===== src/rtl/cpu_bcd_seq.sv =====
// CHIP-8 FX33 sequencer: writes the BCD digits of a latched byte to I, I+1, I+2 over a req/ack port.
// Optional macro CPU_BCD_SEQ_BOUNDS_EN adds addr_err and skips writes when I+2 would leave the address space.

module cpu_bcd (
  input  logic [7:0] value,
  output logic [1:0] hundreds,
  output logic [3:0] tens,
  output logic [3:0] ones
);
  // Constant divisors only, so this reduces to small combinational logic.
  assign hundreds = 2'(value / 8'd100);
  assign tens     = 4'((value % 8'd100) / 8'd10);
  assign ones     = 4'(value % 8'd10);
endmodule

module cpu_bcd_seq #(
  parameter int ADDR_W = 12
) (
  input  logic              clk,
  input  logic              rst,
  input  logic              start,
  input  logic [7:0]        value,
  input  logic [ADDR_W-1:0] base_addr,
  output logic              busy,
  output logic              done,
  output logic              mem_req,
  output logic [ADDR_W-1:0] mem_addr,
  output logic [7:0]        mem_wdata,
  input  logic              mem_ack
`ifdef CPU_BCD_SEQ_BOUNDS_EN
  ,
  output logic              addr_err
`endif
);

  typedef enum logic [2:0] {
    IDLE = 3'd0,
    WR_H = 3'd1,
    WR_T = 3'd2,
    WR_O = 3'd3,
    FIN  = 3'd4
  } state_t;

  state_t            state_q, state_nx;
  logic [7:0]        value_q;
  logic [ADDR_W-1:0] base_q;
  logic [1:0]        bcd_h;
  logic [3:0]        bcd_t;
  logic [3:0]        bcd_o;
  logic              accept;
  logic              oob;

  assign accept = (state_q == IDLE) && start;

`ifdef CPU_BCD_SEQ_BOUNDS_EN
  localparam logic [ADDR_W-1:0] LAST_OK = {ADDR_W{1'b1}} - ADDR_W'(2);
  logic err_q;

  assign oob = (base_addr > LAST_OK);

  always_ff @(posedge clk or posedge rst) begin
    if (rst)         err_q <= 1'b0;
    else if (accept) err_q <= oob;
  end

  assign addr_err = (state_q == FIN) && err_q;
`else
  assign oob = 1'b0;
`endif

  cpu_bcd u_bcd (
    .value    (value_q),
    .hundreds (bcd_h),
    .tens     (bcd_t),
    .ones     (bcd_o)
  );

  always_ff @(posedge clk or posedge rst) begin
    if (rst) begin
      state_q <= IDLE;
      value_q <= 8'd0;
      base_q  <= '0;
    end else begin
      state_q <= state_nx;
      if (accept) begin
        value_q <= value;
        base_q  <= base_addr;
      end
    end
  end

  always_comb begin
    state_nx = state_q;
    unique case (state_q)
      IDLE: if (start) state_nx = oob ? FIN : WR_H;
      WR_H: if (mem_ack) state_nx = WR_T;
      WR_T: if (mem_ack) state_nx = WR_O;
      WR_O: if (mem_ack) state_nx = FIN;
      FIN:  state_nx = IDLE;
      default: state_nx = IDLE;
    endcase
  end

  // Outputs decode only the state register, so reset clears them without a clock edge.
  always_comb begin
    busy      = 1'b0;
    done      = 1'b0;
    mem_req   = 1'b0;
    mem_addr  = '0;
    mem_wdata = 8'd0;
    unique case (state_q)
      WR_H: begin
        busy      = 1'b1;
        mem_req   = 1'b1;
        mem_addr  = base_q;
        mem_wdata = {6'd0, bcd_h};
      end
      WR_T: begin
        busy      = 1'b1;
        mem_req   = 1'b1;
        mem_addr  = base_q + ADDR_W'(1);
        mem_wdata = {4'd0, bcd_t};
      end
      WR_O: begin
        busy      = 1'b1;
        mem_req   = 1'b1;
        mem_addr  = base_q + ADDR_W'(2);
        mem_wdata = {4'd0, bcd_o};
      end
      FIN:  done = 1'b1;
      default: ;
    endcase
  end

endmodule


===== config.mk =====
export PLATFORM = sky130hd
export DESIGN_NAME = cpu_bcd_seq
export DESIGN_NICKNAME = d
export VERILOG_FILES = /design/src/rtl/cpu_bcd_seq.sv
export SDC_FILE = /design/constraint.sdc
export NUM_CORES = 1
export LEC_CHECK = 0
export ABC_AREA = 0
export CAP_MARGIN = 5
export CORE_ASPECT_RATIO = 0.7
export CORE_MARGIN = 2
export CORE_UTILIZATION = 40
export DETAILED_ROUTE_END_ITERATION = 12
export PLACE_DENSITY = 0.7
export SETUP_SLACK_MARGIN = 0.3
export SYNTH_ARGS = -nofsm -noshare
export SYNTH_HDL_FRONTEND = slang
export SYNTH_HIERARCHICAL = 1
export SYNTH_SLANG_ARGS = --single-unit

===== constraint.sdc =====
create_clock -name clk -period 4.7 [get_ports clk]
set_input_delay 0.94 -clock clk [delete_from_list [all_inputs] [get_ports clk]]
set_output_delay 0.94 -clock clk [all_outputs]
set_load 0.02 [all_outputs]

==> impl_metrics.ini, run 1 <==
[synth]
async_reset_ff_share_pct = 100.0
syn_avg_cell_area_um2 = 8.303
synth_edf_count = 0
synth_top_area_share_pct = 21.94
ys_ff_latch = 23
synth_cell_type_count = 83
yosysWarnings = 6
ys_seq_area_share_pct = 21.94
synth.area.top_cells = dfrtp_1 (22%), mux2_2 (9.9%), nand2_1 (3.9%), buf_4 (3.4%), a21oi_1 (3.2%)
synth_area_um2 = 2624
yosysTopAreaCell = dfrtp_1
synth_ff_type = dfrtp_1
synth_cells = 316

[timing]
slew_headroom_pct = 43.80
fin_crit_ns = 4.344
rsz0062_at_grt = yes
setup_viol = 0
slew_violations = 0
fin_setup_tns_ns = 0
fmax_mhz = 230.2
fin_worst_skew_ns = 0.003900
period_share_pct = 92.43
hold_viol_final = 0
tightest_slew_ns = 0.8430

[critical_path]
worst-path-buf-inv = 1
r2r_end = value_q[6]
max_stage_delay_ns = 0.44
cp_slowest_cell = dfrtp_2
crit_family = compound AO/OA/AOI/OAI gates
critical_path_class = reg -> out
rr_worst_depth = 4
cp_data_required_time_ns = 3.76
r2r_slack_ns = 2.77
path_max_fanout = 6
path_cells = and2b_2, o22a_2, a32oi_2, nand2_2, or3_4, a21oi_2, a221oi_2, ha_2, a2111oi_4, o211ai_1, a31oi_1, xor2_1, mux2i_1, nor2_1, buf_4
r2r_start = state_q[0]
end_kind = primary output
startpoint_type = flop
cp.arrival_ns = 3.40

[place]
globalplace.congestion = 0.9208
placed_cell_area_um2 = 3146
place_hpwl_mm = 5.449
io_buffers = 42

[detailed_routing]
num_vias = 2641
detail_route.wl_per_cell_um = 16.80
dr.pass1.iters = 5
viasPerCell = 5.989
drc_errors = 0
finalWirelength_mm = 7.410
drt_iter0_drc = 325
antenna_left = 0

[cts]
clkSlewWorstSetupHoldPaths_ns = 0.08
hold_buffers = 0
clock-sinks = 23
cts.root.buffer_cell = clkbuf_8
cts_buffers = 3
cts_tree = done
clk_latency_ns = 0.26
cts_max_path_buffers = 2
cts_max_level = 1

[layout]
final_area_um2 = 3379
final_layout_size_suffix_gt1_share_pct = 30.30
num_antenna_cells = 0
nFillCells = 570
nets = 391
final_cell_mix = clkdlybuf4s50_1 (38), nand2_1 (27), buf_4 (26)
area_delta_synth_final_pct = 28.80
layout_commonest_cell = clkdlybuf4s50_1

[die]
start_util_pct = 41.81
core_area_um2 = 6276
die_area_um2 = 7233
num_io_pins = 47
die-height_um = 71.76
die_w_um = 100.8
placement_rows = 24

[global_routing]
grt_usage_pct = 19.95
grt_max_degree = 26
grt_pass1_vias = 2286
grt_pass1_wl_mm = 11.74
antenna_found_initial = 0
overflow = 0

[job]
max_cap_viol_count = 0

[hold_path]
hold_class = reg -> reg
min_to = value_q[0]
whs_path_depth = 1
hold_path_startpoint = value_q[0]

[status]
outcome = complete, no violations
==> per-layer routing <==
layer	vias up	global-route usage [%]	wire length, µm
met5	-	0	0
met2	109	27.04	3192
met3	2	1.756	440
met4	0	2.283	19
met1	1264	34.18	3759
li1	1266	-	-
==> cell families (layout without fill, tap and decap cells) <==
group	Yosys count	after routing	synth area share, %
muxes	30	30	12.54
other	1	4	0.1429
and+or+nand+nor	111	111	24.32
AOI/OAI and AO/OA	96	96	26.47
xor gates and xnor gates	7	7	2.337
adders and majority gates	5	5	2.241
DFF	23	23	21.94
buffers and inverters	43	87	10.01
==> cell usage after synthesis (7+ instances only) <==
cell type   n
nor2b_1     9
mux2_2     23
buf_2       7
o211ai_1    8
nand3_1     9
a31oi_1    11
nor2_1     19
o21ai_0    16
clkbuf_1    8
nand2_1    27
dfrtp_1    23
a21oi_1    17
mux2i_1     7
inv_1       8
buf_4      12
==> timing repair <==
item / in CTS / in global routing
setup buffers: 5 / 2
endpoints found under the setup margin: 4 / 4
pin swaps: 0 / 14
gates resized for setup: 23 / 35
hold endpoints to repair: 0 / 0
==> through the flow <==
step                      hold slack (ns)  cells  setup WS (ns)  utilization (%)
after floorplan                    0.4819    319         0.6772                -
after global placement             0.5281    430        0.03484            50.12
after detailed placement           0.5499    430       -0.07317            50.12
after CTS                          0.5677    439         0.2890            51.83
after global routing               0.5884    441         0.1563            53.85
final                              0.5525    441         0.3559            53.85
==> worst reg2reg max path: cells and delay by family (launching register included) <==
kind | cells | cell delay (ns)
multiplexers | 1 | 0.39
flip-flops | 1 | 0.58
buffers and inverters | 2 | 0.60
AND/OR/NAND/NOR | 1 | 0.25
==> worst max path at each step <==
stage	endpoint	startpoint	slack [ns]	depth (start not counted)
after floorplan	mem_wdata[3]	value_q[4]	0.68	14
after global placement	mem_wdata[3]	value_q[4]	0.03	16
after detailed placement	mem_wdata[3]	value_q[4]	-0.07	15
after CTS	mem_wdata[3]	value_q[4]	0.29	15
after global routing	mem_wdata[3]	value_q[2]	0.16	15
final	mem_wdata[3]	value_q[7]	0.36	15
==> state kept, by name (all words and copies together) (netlist names) <==
name and cells:
base_q 12, state_q 3, value_q 8
==> area by class of cell <==
cell class | count | area, µm² | area share [%]
Clock buffer | 3 | 41.29 | 1.222
Sequential cell | 23 | 583.1 | 17.25
Tap cell | 78 | 97.59 | 2.888
Clock inverter | 1 | 5.005 | 0.1481
Multi-Input combinational cell | 253 | 1917 | 56.72
Timing Repair Buffer | 73 | 698.2 | 20.66
Inverter | 10 | 37.54 | 1.111
Power of run 1 is left out: the tool's default activity adds up to more than one toggle a clock period on the data nets, which glitch-free logic cannot reach.
==> run 2, diff against run 1 <==
GPL_TIMING_DRIVEN = 0   (was default)
HOLD_SLACK_MARGIN = 0.05   (was default)
==> impl_metrics.ini, run 2 (synthesis gave the netlist of run 1 again) <==
[cts]
clkSlewWorstSetupHoldPaths_ns = 0.08
cts_max_level = 1
cts_max_path_buffers = 2
cts.root.buffer_cell = clkbuf_8
cts_tree = done
cts_buffers = 3
clk_latency_ns = 0.26
clock-sinks = 23

[layout]
num_antenna_cells = 0
layout_commonest_cell = clkdlybuf4s50_1
nFillCells = 567
top_register = base_q
stdcell_count = 465
final_layout_size_suffix_gt1_share_pct = 32.82
regArea_um2 = 579.3
nets = 415
area_delta_synth_final_pct = 34.67
final_cell_mix = clkdlybuf4s50_1 (38), buf_4 (33), nand2_1 (26)
fin_util_pct = 56.30
reg_top3 = base_q: 12 flops, value_q: 8 flops, state_q: 3 flops
multiInputGateArea_um2 = 1947
largest_reg_flops = 12
final_area_um2 = 3533

[die]
die-height_um = 71.76
placement_rows = 24
num_io_pins = 47
start_util_pct = 41.81
die_area_um2 = 7233
core_area_um2 = 6276
die_w_um = 100.8

[global_routing]
grt_usage_pct = 20.01
overflow = 0
grt_max_degree = 24
antenna_found_initial = 0
grt_pass1_wl_mm = 11.80
grt_pass1_vias = 2328

[timing]
slew_headroom_pct = 44.62
fin_setup_tns_ns = 0
fin_crit_ns = 4.515
slew_violations = 0
setup_viol = 0
fmax_mhz = 221.5
period_share_pct = 96.07
hold_viol_final = 0
fin_worst_skew_ns = 0.001706
tightest_slew_ns = 0.8298
rsz0062_at_grt = yes

[detailed_routing]
viasPerCell = 6.039
finalWirelength_mm = 7.776
drt_iter0_drc = 258
detail_route.wl_per_cell_um = 16.72
num_vias = 2808
drc_errors = 0
dr.pass1.iters = 5
antenna_left = 0

[critical_path]
path_max_fanout = 6
end_kind = primary output
r2r_start = state_q[2]
cp_data_required_time_ns = 3.76
rr_worst_depth = 4
cp.arrival_ns = 3.58
r2r_slack_ns = 3.03
r2r_end = value_q[4]
critical_path_class = reg -> out
startpoint_type = flop

[hold_path]
whs_path_depth = 1
hold_path_startpoint = value_q[0]
min_to = value_q[0]
hold_class = reg -> reg

[place]
placed_cell_area_um2 = 3153
dpl.cell_count = 439
globalplace.congestion = 0.9084
io_buffers = 42
place_hpwl_mm = 5.517

[status]
outcome = complete, no violations

[job]
max_cap_viol_count = 0
[run 2: cell count changes in the layout (fill, tap and decap cells not counted), moves of 3 or more]
cell      change
dfrtp_1       +3
buf_2         +5
dfrtp_2       -3
buf_6         +5
buf_4         +7
clkbuf_1      +8
[run 2: metal layers]
| metal | track usage (%) | up-vias | wire [µm] |
|---|---|---|---|
| li1 | - | 1307 | - |
| met1 | 32.95 | 1342 | 3700 |
| met2 | 28.81 | 150 | 3433 |
| met3 | 1.073 | 9 | 587 |
| met4 | 3.196 | 0 | 55 |
| met5 | 0 | - | 0 |
[run 2: worst max path at each step]
| stage | from | to | slack, ns | cells past startpoint |
|---|---|---|---|---|
| finish | value_q[4] | mem_wdata[1] | 0.18 | 14 |
| global route | value_q[4] | mem_wdata[1] | 0.10 | 14 |
| CTS | value_q[7] | mem_wdata[3] | 0.03 | 16 |
| detailed placement | value_q[3] | mem_wdata[3] | -0.25 | 16 |
| global placement | value_q[2] | mem_wdata[3] | -0.27 | 16 |
| floorplan | value_q[4] | mem_wdata[3] | 0.68 | 14 |
[run 2: area by class of cell]
type | count | share of cell area [%]
tap | 78 | 2.762
sequential | 23 | 16.40
clock inverter | 1 | 0.1416
clock buffer | 3 | 1.169
multi-input combinational | 253 | 55.10
inverter | 10 | 1.062
timing repair buffer | 64 | 16.61
buffer | 33 | 6.763
[run 2: worst max-delay path, stage by stage (launching register included)]
cell	delay [ns]
dfrtp_2	0.45
or3_4	0.43
maj3_2	0.34
o21ai_4	0.27
buf_12	0.15
buf_6	0.09
xnor2_2	0.10
nor3_2	0.06
or4_4	0.52
buf_6	0.14
xnor2_2	0.12
mux2_4	0.26
a22oi_2	0.15
nor2_1	0.08
buf_4	0.16
[run 2: what timing repair did]
item | CTS | global route
resized for setup | 13 | 45
buffers inserted | 2 | 20
pin swaps | 1 | 23
endpoints found under the hold margin | 0 | 0
setup endpoints to repair | 4 | 4
hold buffers | 0 | 0
[run 2: metrics by stage]
step | worst slack, ns | hold WS (ns)
6_report | 0.1848 | 0.5451
5_1_grt | 0.1002 | 0.5707
4_1_cts | 0.03076 | 0.5406
3_5_place_dp | -0.2538 | 0.5240
3_3_place_gp | -0.2682 | 0.4936
2_1_floorplan | 0.6772 | 0.4819
Power of run 2 is left out for the same reason.
==> RTL edit: new RTL, settings of run 2 <==
The parameter `ADDR_W` goes from 12 to 13.
--- a/src/rtl/cpu_bcd_seq.sv
+++ b/src/rtl/cpu_bcd_seq.sv
@@ -14,7 +14,7 @@
 endmodule
 
 module cpu_bcd_seq #(
-  parameter int ADDR_W = 12
+  parameter int ADDR_W = 13
 ) (
   input  logic              clk,
   input  logic              rst,
Ports: changed (resized base_addr and mem_addr); port bits go from 47 to 49. No check against the original RTL was run, so the function may have changed too.
==> RTL edit against run 2 <==
Final cell count rose by 4.1%. Register-to-register slack got worse by 0.10 ns. Die area rose by 2.3%. Synthesized area rose by 2.4%. Routed wire length rose by 0.44%. Sequential cell count rose by 1. Cell area did not move. Worst setup slack improved by 0.074 ns. Utilization fell by 0.80 points. Via count rose by 1.0%. Critical path type unchanged.
Power is not shown: default switching activity piles up to over one toggle a cycle in this logic, so the estimate is an artifact.
==> RTL edit: results <==
run_status:
  status: "finished clean"
setup_path:
  path_delay_family: "compound AO/OA/AOI/OAI gates"
  crit_path_max_incr_delay_ns: 0.47
  r2r_setup_slack_ns: 2.93
  startpoint: "value_q[3]"
  r2r_end: "base_q[10]"
  cp-endpoint: "mem_wdata[3]"
  cp_slowest_cell: "dfrtp_2"
  timing.rr.start: "state_q[1]"
  cp_max_fo: 7
  cp.arrival_ns: 3.50
cells_and_area:
  top_regs: "base_q x13, value_q x8, state_q x3"
  drive_gt1_frac: 0.285
  final_cells: 484
  nNetsFinal: 422
detailed_routing:
  viasPerCell: 5.86
  drtIter0Drc: 198
  wl_um: 7810
global_routing:
  met1_usage: 0.330
  grt_max_degree: 25
  grt_pass1_wl_um: 11700
  use_met2: 0.259
  grt_pass1_vias: 2316
  gr-usage-all-layers: 0.196
  gr-usage-met3: 0.0163
synthesis:
  yosys-top-cells-count: "26 x nand2_1, 25 x nor2_1, 24 x dfrtp_1, 24 x mux2_2, 20 x a21oi_1"
  yosysSeqAreaShare: 0.223
  yosys-top-cells-area: "dfrtp_1 22%, mux2_2 10%, a21oi_1 3.7%"
  synth_area_per_cell_um2: 8.22
placed_design:
  dp_hpwl_um: 5600
  dp_cells: 465
  gp_congestion: 0.944
timing:
  worstMarginPinSlew_ns: 0.870
  finClkSkew_ns: 0.00786
## RTL edit: layer usage
layer | routed length, um | part of all wire
met1 | 3890 | 0.50
met2 | 3240 | 0.42
met3 | 544 | 0.070
met4 | 132 | 0.017
met5 | 0 | 0
## RTL edit: area by class of cell
cell class,instances,area [um^2]
fill,594,2830
multi-input combinational,266,1950
sequential,24,606
timing repair buffer,59,544
buffer,32,215
tap,91,114
clock buffer,3,41.3
clock inverter,1,30.0
inverter,8,30.0
## RTL edit: worst min path at each step
stage | slack, ns | to | cells after the start
finish | 0.52 | value_q[0] | 1
floorplan | 0.48 | value_q[0] | 1
detailed placement | 0.50 | value_q[0] | 1
global placement | 0.50 | value_q[0] | 1
CTS | 0.52 | value_q[0] | 1
global route | 0.55 | value_q[0] | 1
## RTL edit: cells by family (layout without fill, tap and decap cells)
| group | Yosys count | after routing | synth area share |
|---|---|---|---|
| buffers and inverters | 40 | 103 | 0.0903 |
| and+or+nand+nor | 116 | 116 | 0.235 |
| xor gates and xnor gates | 8 | 8 | 0.0261 |
| adders and majority gates | 5 | 5 | 0.0219 |
| DFF | 24 | 24 | 0.223 |
| AOI/OAI and AO/OA | 101 | 101 | 0.271 |
| muxes | 32 | 32 | 0.131 |
| other | 1 | 4 | 0.00140 |
## RTL edit: timing repair
| item | in CTS | in global routing |
|---|---|---|
| endpoints found under the setup margin | 4 | 4 |
| buffers inserted | 6 | 9 |
| resized for setup | 19 | 24 |
| pin swaps | 3 | 15 |
## RTL edit: through the flow
step / area [um^2] / setup slack [ns]
after floorplan: 2700 / 0.685
after global placement: 3250 / -0.279
after detailed placement: 3250 / -0.259
after CTS: 3380 / 0.152
after global routing: 3530 / 0.0741
final: 3530 / 0.258
